### config.mk
export PLATFORM = sky130hd
export DESIGN_NAME = uart_tx_fifo
export DESIGN_NICKNAME = d
export VERILOG_FILES = /design/src/rtl/uart_pkg.sv /design/src/rtl/uart_fifo.sv /design/src/rtl/uart_tx_fifo.sv
export SDC_FILE = /design/constraint.sdc
export NUM_CORES = 1
export LEC_CHECK = 0
export ABC_AREA = 0
export CORE_UTILIZATION = 59
export DETAILED_ROUTE_END_ITERATION = 8
export GPL_ROUTABILITY_DRIVEN = 0
export GPL_TIMING_DRIVEN = 0
export HOLD_SLACK_MARGIN = 0.1
export PLACE_DENSITY = 0.78
export SYNTH_ARGS = -nofsm -noshare
export SYNTH_HDL_FRONTEND = slang
export SYNTH_SLANG_ARGS = --single-unit
export TNS_END_PERCENT = 30
### constraint.sdc
create_clock -name clk -period 3.85 [get_ports clk]
set_clock_uncertainty 0.15 [all_clocks]
set_input_delay 0.5775 -clock clk [delete_from_list [all_inputs] [get_ports clk]]
set_output_delay 0.5775 -clock clk [all_outputs]
set_load 0.05 [all_outputs]
### src/rtl/uart_pkg.sv
// Shared definitions for the UART core: launch-FSM state encodings and
// default word/FIFO sizing.
package uart_pkg;

  localparam int DEF_DBIT   = 8;
  localparam int DEF_ADDR_W = 4;

  typedef enum logic [1:0] {
    TXF_IDLE  = 2'b00,
    TXF_START = 2'b01,
    TXF_WAIT  = 2'b10
  } txf_state_e;

endpackage

### src/rtl/uart_fifo.sv
// Generic synchronous FIFO over a register array; r_data always shows the
// head entry so the consumer can register it in the same cycle it pops.
module uart_fifo
  import uart_pkg::*;
#(
  parameter int DBIT   = DEF_DBIT,
  parameter int ADDR_W = DEF_ADDR_W
) (
  input  logic              clk,
  input  logic              reset,
  input  logic              wr,
  input  logic              rd,
  input  logic [DBIT-1:0]   w_data,
  output logic [DBIT-1:0]   r_data,
  output logic              full,
  output logic              empty,
  output logic [ADDR_W:0]   count
);

  logic [DBIT-1:0]   mem_q [2**ADDR_W];
  logic [ADDR_W-1:0] wr_ptr_q, wr_ptr_d;
  logic [ADDR_W-1:0] rd_ptr_q, rd_ptr_d;
  logic [ADDR_W:0]   count_q, count_d;
  logic              wr_ok;
  logic              rd_ok;

  // A pop frees a slot in the same cycle, so a write at full is still taken.
  assign rd_ok = rd && !empty;
  assign wr_ok = wr && (!full || rd_ok);

  always_comb begin
    wr_ptr_d = wr_ptr_q;
    rd_ptr_d = rd_ptr_q;
    count_d  = count_q;
    if (wr_ok) wr_ptr_d = wr_ptr_q + 1'b1;
    if (rd_ok) rd_ptr_d = rd_ptr_q + 1'b1;
    case ({wr_ok, rd_ok})
      2'b10:   count_d = count_q + 1'b1;
      2'b01:   count_d = count_q - 1'b1;
      default: count_d = count_q;
    endcase
  end

  always_ff @(posedge clk) begin
    if (reset) begin
      wr_ptr_q <= '0;
      rd_ptr_q <= '0;
      count_q  <= '0;
    end else begin
      wr_ptr_q <= wr_ptr_d;
      rd_ptr_q <= rd_ptr_d;
      count_q  <= count_d;
    end
  end

  // Storage is deliberately left out of reset; the pointers define validity.
  always_ff @(posedge clk) begin
    if (wr_ok) mem_q[wr_ptr_q] <= w_data;
  end

  assign r_data = mem_q[rd_ptr_q];
  assign count  = count_q;
  assign full   = count_q[ADDR_W];
  assign empty  = (count_q == '0);

endmodule

### src/rtl/uart_tx_fifo.sv
// Transmit buffer and launch controller: pops one byte at a time into din,
// pulses tx_start for one cycle, then waits for the transmitter's done tick.
module uart_tx_fifo
  import uart_pkg::*;
#(
  parameter int DBIT   = DEF_DBIT,
  parameter int ADDR_W = DEF_ADDR_W
) (
  input  logic              clk,
  input  logic              reset,
  input  logic              wr,
  input  logic [DBIT-1:0]   w_data,
  input  logic              tx_en,
  input  logic              tx_done_tick,
  output logic              tx_start,
  output logic [DBIT-1:0]   din,
  output logic              full,
  output logic              empty,
  output logic [ADDR_W:0]   count,
  output logic              busy
);

  txf_state_e      state_q;
  logic            tx_start_q;
  logic [DBIT-1:0] din_q;
  logic [DBIT-1:0] fifo_r_data;
  logic            pop;

  // tx_en only gates new launches; a byte already in flight always finishes.
  assign pop = (state_q == TXF_IDLE) && tx_en && !empty;

  uart_fifo #(
    .DBIT   (DBIT),
    .ADDR_W (ADDR_W)
  ) u_fifo (
    .clk    (clk),
    .reset  (reset),
    .wr     (wr),
    .rd     (pop),
    .w_data (w_data),
    .r_data (fifo_r_data),
    .full   (full),
    .empty  (empty),
    .count  (count)
  );

  always_ff @(posedge clk) begin
    if (reset) begin
      state_q    <= TXF_IDLE;
      tx_start_q <= 1'b0;
      din_q      <= '0;
    end else begin
      case (state_q)
        TXF_IDLE: begin
          if (pop) begin
            din_q      <= fifo_r_data;
            tx_start_q <= 1'b1;
            state_q    <= TXF_START;
          end
        end
        TXF_START: begin
          tx_start_q <= 1'b0;
          state_q    <= TXF_WAIT;
        end
        TXF_WAIT: begin
          if (tx_done_tick) state_q <= TXF_IDLE;
        end
        default: begin
          tx_start_q <= 1'b0;
          state_q    <= TXF_IDLE;
        end
      endcase
    end
  end

  assign tx_start = tx_start_q;
  assign din      = din_q;
  assign busy     = (state_q != TXF_IDLE);

endmodule

==> run metrics <==
Tcrit/Tclk final=88.2%; Die ar.=10800 um2; most frequent cell after synthesis=edfxtp_1; clock slew at reported path FFs=0.06 ns; r2r endpoint=u_fifo.count[4]$_SDFFE_PP0P_; die width=104 um; antenna-violating nets left=0; via count=3450; highest clock rate=294 MHz; htree depth=4; Post-synth ARST share=0%; Seq cells post-synth=152; TritonRoute pass-1 iters=7; Root Buffer=clkbuf_8; synthesis-to-finish area growth=17.2%; hold buffers post-CTS=0; CTS Buf Count=17; required time worst endpoint=4.10 ns; critical path class=primary input to flop; total chip power=4.80 mW; clk sinks=152; latest clock arrival within the worst-skew pair=0.52 ns; vias per inst=5.83; hold crit path type=primary input to flop; most common flop cell mapped by yosys=edfxtp_1; layout cell share with drive strength beyond 1=13.3%; worst setup path end=u_fifo.count[4]$_SDFFE_PP0P_; Post-synth EDFFs=128; syn nets=422; TritonCTS clock tree=done; peak supply drop=0.409 mV; CP arrival=3.65 ns; Die Ht=104 um; Layout Nets=469; Critical Path Start Type=primary input; RSZ-0062 raised after global routing=false; Slew Limit Fails=0; Initial Utilization=61.8%; multi-input logic area=1660 um2; hold_ws=0.290 ns; Placed Area=6600 um2; Reg area=4320 um2; mean area per synthesized cell=15.4 um2; crit path launch=tx_en; deepest clock path buffer count=2; Top Ports=30; Gate Count Post-Synth=399; DR WL/cell=20.3 um; Layout fillers=647; CORE AREA=9950 um2; r2r worst-path depth=11; worst-path fanout max=10; Post-Syn Area=6150 um2; yosys warns=0; # diodes=0; postcts setup bufs=0; Cell Pwr Density=666 nW/um2; DR DRC count=0; largest net degree at the start of global routing=17; max-cap violations=0; top post-synthesis cells by area=edfxtp_1 62%, mux2i_1 11%, dfxtp_1 7.8%; status=complete, no violations; synth unique cells=35; Routed Wire Length=12000 um; CTS-repair resized insts=0; total track usage=23.6%; Pleak=2.31 nW; Final Instance Area=7210 um2; dpl hpwl=7980 um; r2r setup slk=0.60 ns; vias in the first global route=3418; Std-Cell Rows=36; antenna violations before repair=0; Worst R2R Start=state_q[1]$_SDFFE_PP0P_; sequential share of the synthesized area=70.3%; Remaining Overflow, GRT=0; CP Capture Type=flop; Hold Fails Final Rpt=0; global-route wire length before repair=18500 um; Synth top area share=62.5%; Buffers on Ports=28; final setup fails=0; fin crit period=3.40 ns; Yosys top cell by area=edfxtp_1; DR iter-0 viols=322; Synth top cells by count=128 x edfxtp_1, 67 x mux2i_1, 40 x nor2_1; Slew headroom=20.0%; Worst-Margin Slew=1.19 ns
-- metal layers --
layer | share of wire [%] | track usage, % | up-vias
met3 | 5.0 | 4.64 | 14
met1 | 42 | 31.8 | 1714
met5 | 0 | 0 | -
met4 | 1.1 | 8.57 | 0
li1 | - | - | 1625
met2 | 52 | 38.3 | 97
-- registers in the layout, summed over array words and instances (netlist names) --
signal,cells
din,8
u_fifo.count,5
u_fifo.rd_ptr_q,4
u_fifo.wr_ptr_q,4
tx_start,1
u_fifo.mem_q,128
state_q,2
-- cell type report --
cell class / instances / area share, %
plain buffers: 23 / 1.96
clock buffers: 18 / 5.93
clock inverters: 14 / 2.57
inverters: 8 / 0.416
multi-input cells: 216 / 23.0
flip-flops and latches: 152 / 59.9
well taps: 133 / 2.31
repair buffers: 28 / 3.88
-- logic make-up (layout without fill, tap and decap cells) --
| logic type | count (synthesis) | in the layout | synth area share [%] |
|---|---|---|---|
| and+or+nand+nor | 80 | 80 | 6.44 |
| muxes | 68 | 68 | 11.1 |
| buffers and inverters | 31 | 91 | 2.79 |
| xor gates and xnor gates | 8 | 8 | 1.14 |
| DFF | 152 | 152 | 70.3 |
| adders and majority gates | 10 | 10 | 2.15 |
| AOI/OAI and AO/OA | 50 | 50 | 6.14 |
-- stage by stage --
step / utilization [%] / TNS (ns) / worst slack [ns] / instances
after floorplan: - / 0 / 0.586 / 399
after detailed placement: 66.3 / -0.0558 / -0.0558 / 560
final: 72.5 / 0 / 0.453 / 592
after CTS: 72.5 / 0 / 0.488 / 592
after global routing: 72.5 / 0 / 0.326 / 592
after global placement: 66.3 / -0.00622 / -0.00622 / 560
-- where the power goes --
group	switching [mW]	leakage, nW	internal, mW
clock network	0.657	0.291	1.02
logic	0.739	0.667	0.415
registers	0.0713	1.35	1.90
total	1.47	2.31	3.34
-- worst max-delay path, cell delays in order --
cell and delay [ns]:
clkdlybuf4s50_1 0.45, or3b_4 0.40, o21ba_4 0.27, buf_6 0.17
ha_1 0.25, inv_1 0.11, fa_1 0.41, nor2b_1 0.16
o21ai_1 0.09, nand3_1 0.08, or3b_1 0.37, mux2_1 0.31
-- layout by cell type (no fill, tap or decap), types with 3 or more instances in the layout --
cell type	n
o22ai_1	32
mux2i_1	67
nand3b_1	3
buf_2	8
xnor2_1	3
nand2_1	6
ha_1	9
nor3_1	6
buf_6	5
inv_1	8
clkbuf_16	16
bufinv_16	3
nor4_1	8
edfxtp_1	128
dfxtp_1	24
clkinvlp_4	3
nor2b_1	3
a21oi_1	6
clkbuf_1	8
clkdlybuf4s50_1	28
or3b_1	3
a211oi_2	8
inv_6	5
nor2_1	40
xor2_1	5
-- how the worst min path moves through the flow --
stage,start,end,slack (ns),depth (start not counted)
2_1_floorplan,state_q[1]$_SDFFE_PP0P_,state_q[1]$_SDFFE_PP0P_,0.35,2
3_3_place_gp,tx_start$_SDFFE_PP0P_,tx_start$_SDFFE_PP0P_,0.33,2
3_5_place_dp,tx_start$_SDFFE_PP0P_,tx_start$_SDFFE_PP0P_,0.34,2
4_1_cts,reset,din[2]$_SDFFE_PP0P_,0.28,2
5_1_grt,reset,din[7]$_SDFFE_PP0P_,0.33,2
6_report,reset,din[2]$_SDFFE_PP0P_,0.29,2
Power figures use the tool's default switching activity.
